### src/rtl/count_scheduler.sv
// Round-robin scheduler sharing one prescaled interval counter between NUM_REQ requesters.
// One interval runs at a time; the owner receives a single-cycle done pulse on completion or cancel.
module count_scheduler #(
  parameter int unsigned NUM_REQ          = 4,
  parameter int unsigned CYCLES_PER_COUNT = 8
) (
  input  logic                   clock_i,
  input  logic                   reset_i,
  input  logic                   enable_i,
  input  logic [NUM_REQ-1:0]     req_i,
  input  logic [8*NUM_REQ-1:0]   req_len_i,
  input  logic                   cancel_i,
  output logic [NUM_REQ-1:0]     grant_o,
  output logic [NUM_REQ-1:0]     done_o,
  output logic                   aborted_o,
  output logic                   busy_o,
  output logic [7:0]             count_o
);

  localparam int unsigned LW = (NUM_REQ > 1) ? $clog2(NUM_REQ) : 1;
  localparam int unsigned PW = (CYCLES_PER_COUNT > 1) ? $clog2(CYCLES_PER_COUNT) : 1;
  localparam logic [PW-1:0] PS_MAX    = PW'(CYCLES_PER_COUNT - 1);
  localparam logic [LW-1:0] LAST_INIT = LW'(NUM_REQ - 1);

  typedef enum logic [1:0] {S_IDLE, S_RUN, S_DONE} state_t;

  state_t             r_state, w_state_nxt;
  logic [NUM_REQ-1:0] r_grant, w_grant_nxt;
  logic [LW-1:0]      r_last, w_last_nxt;
  logic [7:0]         r_len, w_len_nxt;
  logic [7:0]         r_count, w_count_nxt;
  logic [PW-1:0]      r_prescale, w_prescale_nxt;
  logic               r_abort, w_abort_nxt;

  logic               w_found;
  logic [LW-1:0]      w_pick;
  logic [7:0]         w_pick_len;

  // Search upward from the requester after the last owner, wrapping at NUM_REQ.
  always_comb begin : arb
    int unsigned idx;
    w_found = 1'b0;
    w_pick  = '0;
    idx     = 0;
    for (int unsigned k = 1; k <= NUM_REQ; k++) begin
      idx = (int'(r_last) + k) % NUM_REQ;
      if (!w_found && req_i[idx]) begin
        w_found = 1'b1;
        w_pick  = LW'(idx);
      end
    end
  end

  assign w_pick_len = req_len_i[8*w_pick +: 8];

  always_comb begin
    w_state_nxt    = r_state;
    w_grant_nxt    = r_grant;
    w_last_nxt     = r_last;
    w_len_nxt      = r_len;
    w_count_nxt    = r_count;
    w_prescale_nxt = r_prescale;
    w_abort_nxt    = r_abort;
    case (r_state)
      S_IDLE: begin
        if (w_found) begin
          w_grant_nxt         = '0;
          w_grant_nxt[w_pick] = 1'b1;
          w_last_nxt          = w_pick;
          w_len_nxt           = w_pick_len;
          w_count_nxt         = '0;
          w_prescale_nxt      = '0;
          w_abort_nxt         = 1'b0;
          w_state_nxt         = (w_pick_len != 8'd0) ? S_RUN : S_DONE;
        end
      end
      S_RUN: begin
        // Cancel wins over a coinciding final tick and freezes count.
        if (cancel_i) begin
          w_abort_nxt = 1'b1;
          w_state_nxt = S_DONE;
        end else if (enable_i) begin
          if (r_prescale == PS_MAX) begin
            w_prescale_nxt = '0;
            w_count_nxt    = r_count + 8'd1;
            if (r_count + 8'd1 == r_len) w_state_nxt = S_DONE;
          end else begin
            w_prescale_nxt = r_prescale + PW'(1);
          end
        end
      end
      S_DONE: begin
        w_state_nxt = S_IDLE;
        w_grant_nxt = '0;
      end
      default: begin
        w_state_nxt = S_IDLE;
        w_grant_nxt = '0;
      end
    endcase
  end

  always_ff @(posedge clock_i) begin
    if (reset_i) begin
      r_state    <= S_IDLE;
      r_grant    <= '0;
      r_last     <= LAST_INIT;
      r_len      <= '0;
      r_count    <= '0;
      r_prescale <= '0;
      r_abort    <= 1'b0;
    end else begin
      r_state    <= w_state_nxt;
      r_grant    <= w_grant_nxt;
      r_last     <= w_last_nxt;
      r_len      <= w_len_nxt;
      r_count    <= w_count_nxt;
      r_prescale <= w_prescale_nxt;
      r_abort    <= w_abort_nxt;
    end
  end

  assign grant_o   = r_grant;
  assign done_o    = (r_state == S_DONE) ? r_grant : '0;
  assign aborted_o = (r_state == S_DONE) && r_abort;
  assign busy_o    = (r_state != S_IDLE);
  assign count_o   = r_count;

endmodule

### config.mk
export PLATFORM = sky130hd
export DESIGN_NAME = count_scheduler
export DESIGN_NICKNAME = d
export VERILOG_FILES = /design/src/rtl/count_scheduler.sv
export SDC_FILE = /design/constraint.sdc
export NUM_CORES = 1
export LEC_CHECK = 0
export BUFFER_PORTS_ARGS = -buffer_cell sky130_fd_sc_hd__buf_2
export CAP_MARGIN = 20
export CORE_MARGIN = 2
export CORE_UTILIZATION = 33
export CTS_CLUSTER_DIAMETER = 30
export DETAILED_ROUTE_END_ITERATION = 8
export SYNTH_ARGS = -nofsm -noshare
export SYNTH_HDL_FRONTEND = slang
export SYNTH_SLANG_ARGS = --single-unit
### constraint.sdc
create_clock -name clock_i -period 2.43 [get_ports clock_i]
set_input_delay 0.6075 -clock clock_i [delete_from_list [all_inputs] [get_ports clock_i]]
set_output_delay 0.6075 -clock clock_i [all_outputs]
set_load 0.01 [all_outputs]
After elaboration in Yosys (flattened, before gate mapping) --
Index checks and enable logic that the tools add are counted.
Cells by class: multiply operators 0, equal/unequal tests 12, reduce and logical (&&, ||, !) cells 18, div/mod/pow operators 0, mux-type cells 41, magnitude comparators 6, bitwise logic cells 1, $add $sub $neg 6, shift-type cells 1
Operators with widths (number):
- two-way mux 8 bit | 4
- variable part select 32 x 6 -> 8 bit | 1
- two-way mux 2 bit | 10
- one-hot mux 8 bit (2 select lines) | 1
- < comparator 2 x 3 -> 1 bit, second input constant | 5
- two-way mux 3 bit | 4
- two-way mux 1 bit | 11
- != test 2 bit, second input constant | 5
- != test 3 bit, second input constant | 3
- adder 8 x 1 -> 8 bit, second input constant | 1
- binary-select mux 1 bit (select 2 bit) | 4
- equality test 8 bit | 1
- two-way mux 4 bit | 2
- one-hot mux 4 bit (2 select lines) | 1
- AND reduction 4 bit | 2
- nonzero test 8 bit | 1
- one-hot mux 3 bit (2 select lines) | 1
- logical AND 1 bit | 5
- AND reduction 5 bit | 1
- adder 2 x 1 -> 2 bit, second input constant | 2
- adder 2 bit, second input constant | 2
- one-hot mux 2 bit (2 select lines) | 1
- AND reduction 2 bit | 2
- nonzero test 2 bit | 2
- 11 further kinds | 13
Storage, ports and cells: bits in latches 0, RAM bits 0, memory bits (read-only) 0, register bits after elaboration 28, output and inout bits 18, memories kept 0

Longest topological paths before layout --
word-level depth 19, gate-level depth with buffers 9

Least setup slack after synthesis --
OpenSTA, ideal clock, no wires.
path type input to register, start point input req_i[0], end point register r_state[1], arrival time 1961 ps, setup time 84 ps, cell stages on the path 8, path slack 385 ps, path through a21o_1 a31oi_1 buf_4 mux2i_1 mux2i_1 nor4_2 nand2_1 o31ai_2
Between the ends: cells in the longest elaborated chain, start to end 17, elaborated cells between the ends (all ways) 29, those cells by class eq/ne: 1; shift: 1; mux: 19; reduce/logical: 8
Ends and longest elaborated chain:
- start, declared | line 10 | input logic [NUM_REQ-1:0] req_i,
- binary-select mux 1 bit (select 2 bit) | line 47 | if (!w_found && req_i[idx]) begin
- two-way mux 1 bit (implied by the code) | line 47
- two-way mux 1 bit | line 47
- zero test 1 bit | line 47
- logical AND 1 bit | line 47
- two-way mux 1 bit | line 47
- zero test 1 bit | line 47
- logical AND 1 bit | line 47
- two-way mux 1 bit | line 47
- zero test 1 bit | line 47
- logical AND 1 bit | line 47
- two-way mux 2 bit | line 47
- variable part select 32 x 6 -> 8 bit | line 54 | assign w_pick_len = req_len_i[8*w_pick +: 8];
- nonzero test 8 bit | line 74 | w_state_nxt = (w_pick_len != 8'd0) ? S_RUN : S_DONE;
- two-way mux 2 bit | line 74
- two-way mux 2 bit | line 66 | if (w_found) begin
- one-hot mux 2 bit (2 select lines) | line 64 | case (r_state)
- end signal, assigned | line 113 | r_state <= w_state_nxt;
- end, declared | line 27 | state_t r_state, w_state_nxt;
Several ways; a longest one is shown, not always the timed one. The select of a mux whose other input is x is not followed. A chain may end at the register's enable or synchronous reset.

Worst setup path after layout --
start point register r_last[1], end point register r_state[1]
Between the ends: cells in the longest elaborated chain, start to end 18, elaborated cells between the ends (all ways) 33, those cells by class add/sub: 4; eq/ne: 1; shift: 1; mux: 19; reduce/logical: 8
Ends and longest elaborated chain:
- start, declared | line 29 | logic [LW-1:0] r_last, w_last_nxt;
- start signal, assigned | line 115 | r_last <= w_last_nxt;
- adder 2 x 1 -> 2 bit | line 46 | idx = (int'(r_last) + k) % NUM_REQ;
- binary-select mux 1 bit (select 2 bit) | line 47
- two-way mux 1 bit (implied by the code) | line 47
- two-way mux 1 bit | line 47
- zero test 1 bit | line 47
- logical AND 1 bit | line 47
- two-way mux 1 bit | line 47
- zero test 1 bit | line 47
- [... 2 more ...]
- zero test 1 bit | line 47
- logical AND 1 bit | line 47
- two-way mux 2 bit | line 47
- variable part select 32 x 6 -> 8 bit | line 54
- nonzero test 8 bit | line 74
- two-way mux 2 bit | line 74
- two-way mux 2 bit | line 66
- one-hot mux 2 bit (2 select lines) | line 64
Several ways; a longest one is shown, not always the timed one. The select of a mux whose other input is x is not followed.

==> results.txt <==
Critical Path RT: 2.63 ns
critical path's slowest cell: dfxtp_1
hold path depth: 2
Leakage: 1.01 nW
max_cap viols: 0
kind of critical path: flip-flop to flip-flop
crit-path max FO: 20
cell chain of the critical path: nand3b_1 > a31oi_2 > buf_12 > mux2i_1 > mux2i_1 > nor4_2 > nand2_1 > o31ai_2
Post-CTS Setup Bufs: 0
layout cells sized above 1: 27.6%
Mapped Cells: 217
Avg Inst Size Synth: 8.18 µm²
Setup violations, final: 0
Initial Util: 34.5%
core area: 0.00514 mm²
initial antenna violation count: 0
Post-CTS Hold Fix Bufs: 0
hold slack final: 0.469 ns
Peak VDD IR: 0.259 mV
reg2reg path depth: 8
GRT Total Usage: 14.3%
diode count: 0
largest net degree at the start of global routing: 30
predominant post-synthesis flop cell: dfxtp_1
clock slew at reported path FFs: 0.10 ns
part of the Yosys area used for sequential elements: 31.6%
Crit path max-delay family: simple AND/OR/NAND/NOR gates
Synth top area share: 31.6%
ys async rst share: 0%
Synth Cell Area: 0.00177 mm²
final wirelength: 4110 µm
DR iter-0 viols: 118
Layout area overhead: 25.9%
number of flops mapped to enable cells by yosys: 0
clock buffer count from CTS: 3
Synth Register Bits: 28
Final Hold Fails: 0
Clock Skew: 0.00522 ns
routed len/inst: 11.8 µm
DP HPWL: 3220 µm
PwrDens: 630 mW/mm²
Worst-Skew Late Latency: 0.28 ns
final-stage net count: 323
PostCTS Resize Cnt: 0
Residual DRC: 0
vias: 1683
Clock Sinks: 28
Vias/cell: 4.82
RSZ-0062 raised after global routing: no
cell mode on critical path: mux2i_1
Critical Path Source Type: flip-flop
TritonCTS clock tree: yes
vias in the first global route: 1534
setup TNS: 0 ns
first-pass GRT wire length: 7040 µm
Syn. warnings: 0
grt ovf: 0
die width: 77.3 µm
Final min period: 2.06 ns
ANT nets after route: 0
Port Buffers: 57
HP Class: flip-flop to flip-flop
Max Slew Vio Count: 0
status: finished clean
Yosys cell types: 41
Critical Path Sink Type: flip-flop
number of buffers and inverters on the critical path: 1
Synth top cells by count: 28 x dfxtp_1, 28 x nand2_1, 25 x mux2i_1
cell taking the most area after synthesis: dfxtp_1
htree depth: 1
CP Data Arrival Time: 2.27 ns
worst-case clock buffer depth: 2
post-synthesis net count: 260
# IOs: 58
slew margin rel.: 63.6%
CP max stage delay: 0.47 ns
First-pass DRT Iterations: 4
fin crit share: 84.9%
most area-consuming cells after synthesis: dfxtp_1 32%, mux2i_1 14%, a21oi_1 6.5%
std cell rows: 26
Max Clock Freq: 0.485 GHz
GP Congestion: 0.807
Layout fillers: 573
Die ar.: 0.00598 mm²
Critical Path Stages: 8
clock root buffer: clkbuf_8
die height: 77.3 µm
slew of the pin with the lowest slew margin: 0.546 ns
final timing paths:
| check | slack (ns) | to | startpoint |
|---|---|---|---|
| max reg2reg | 0.37 | r_state[1] | r_last[1] |
| min reg2reg | 0.47 | r_prescale[1] | r_prescale[1] |
| min | 0.47 | r_prescale[1] | r_prescale[1] |
| max | 0.37 | r_state[1] | r_last[1] |
flip-flops by register name (all words and copies together) (netlist names):
signal and cells:
r_abort 1, r_last 2, r_prescale 3, count_o 8, r_state 2, r_len 8
grant_o 4
layer usage:
metal / part of all wire (%) / track usage [%] / vias to the layer above
met5: 0 / 0 / -
met4: 1.0 / 4.29 / 0
met2: 44 / 22.4 / 39
met3: 4.4 / 1.88 / 2
li1: - / - / 893
met1: 50 / 20.3 / 749
cells in the final DEF, fill, tap and decap left out, drive strengths merged:
cell type,synthesis,final
nand2b,6,6
dfxtp,28,28
nor3b,1,1
clkbuf,4,4
a22oi,2,2
o22ai,1,1
or3b,3,3
o2bb2ai,1,1
a211o,1,1
xnor2,8,8
ha,3,3
and3,3,3
xor2,3,3
a31oi,2,2
and2,6,6
buf,3,65
nor3,4,4
nor2,23,23
o31ai,1,1
a311o,1,1
mux2i,25,25
a21oi,23,23
or4,2,2
o21bai,2,2
or3,2,2
inv,1,1
o21ai,8,8
a21boi,1,1
or2,3,3
nor2b,6,6
nand3b,1,1
nor4,3,3
nand3,7,7
nand2,28,28
a21o,1,1
worst reg2reg max path, delay by kind of cell, from the launching register on:
| family | cells | cell delay (ns) |
|---|---|---|
| simple gates | 3 | 0.54 |
| buf+inv | 1 | 0.20 |
| flops | 1 | 0.47 |
| mux | 2 | 0.33 |
| compound gates | 2 | 0.44 |
cell families (layout without fill, tap and decap cells):
kind of cell,Yosys count,in the layout,synth area share (%)
multiplexers,25,25,14.1
XOR/XNOR,11,11,5.43
flip-flops,28,28,31.6
AND/OR/NAND/NOR,98,98,28.4
buffers and inverters,8,70,2.89
AO/OA/AOI/OAI,44,44,15.4
adder cells (fa/ha/maj),3,3,2.12
cell type report:
cell class / count / area [µm²] / area share, %
Timing Repair Buffer: 65 / 358 / 16.0
Tap cell: 70 / 87.6 / 3.92
Multi-Input combinational cell: 181 / 1170 / 52.3
Inverter: 1 / 3.75 / 0.168
Sequential cell: 28 / 561 / 25.1
Clock buffer: 4 / 55.1 / 2.46
report_power, final:
part           internal (mW)  switching (mW)  total [mW]
sequential             0.514          0.0534       0.567
combinational          0.261           0.284       0.545
clock                  0.145           0.150       0.296
per-stage QoR:
stage / total power [mW] / instances / instance area [µm²] / util [%] / worst slack, ns
after floorplan: 0.961 / 217 / 1770 / - / 0.385
after global placement: 1.12 / 345 / 2180 / 42.4 / 0.142
after detailed placement: 1.13 / 345 / 2180 / 42.4 / 0.106
after CTS: 1.42 / 349 / 2230 / 43.5 / 0.371
after global routing: 1.51 / 349 / 2230 / 43.5 / 0.154
final: 1.41 / 349 / 2230 / 43.5 / 0.366
(Power assumes the default switching activity.)
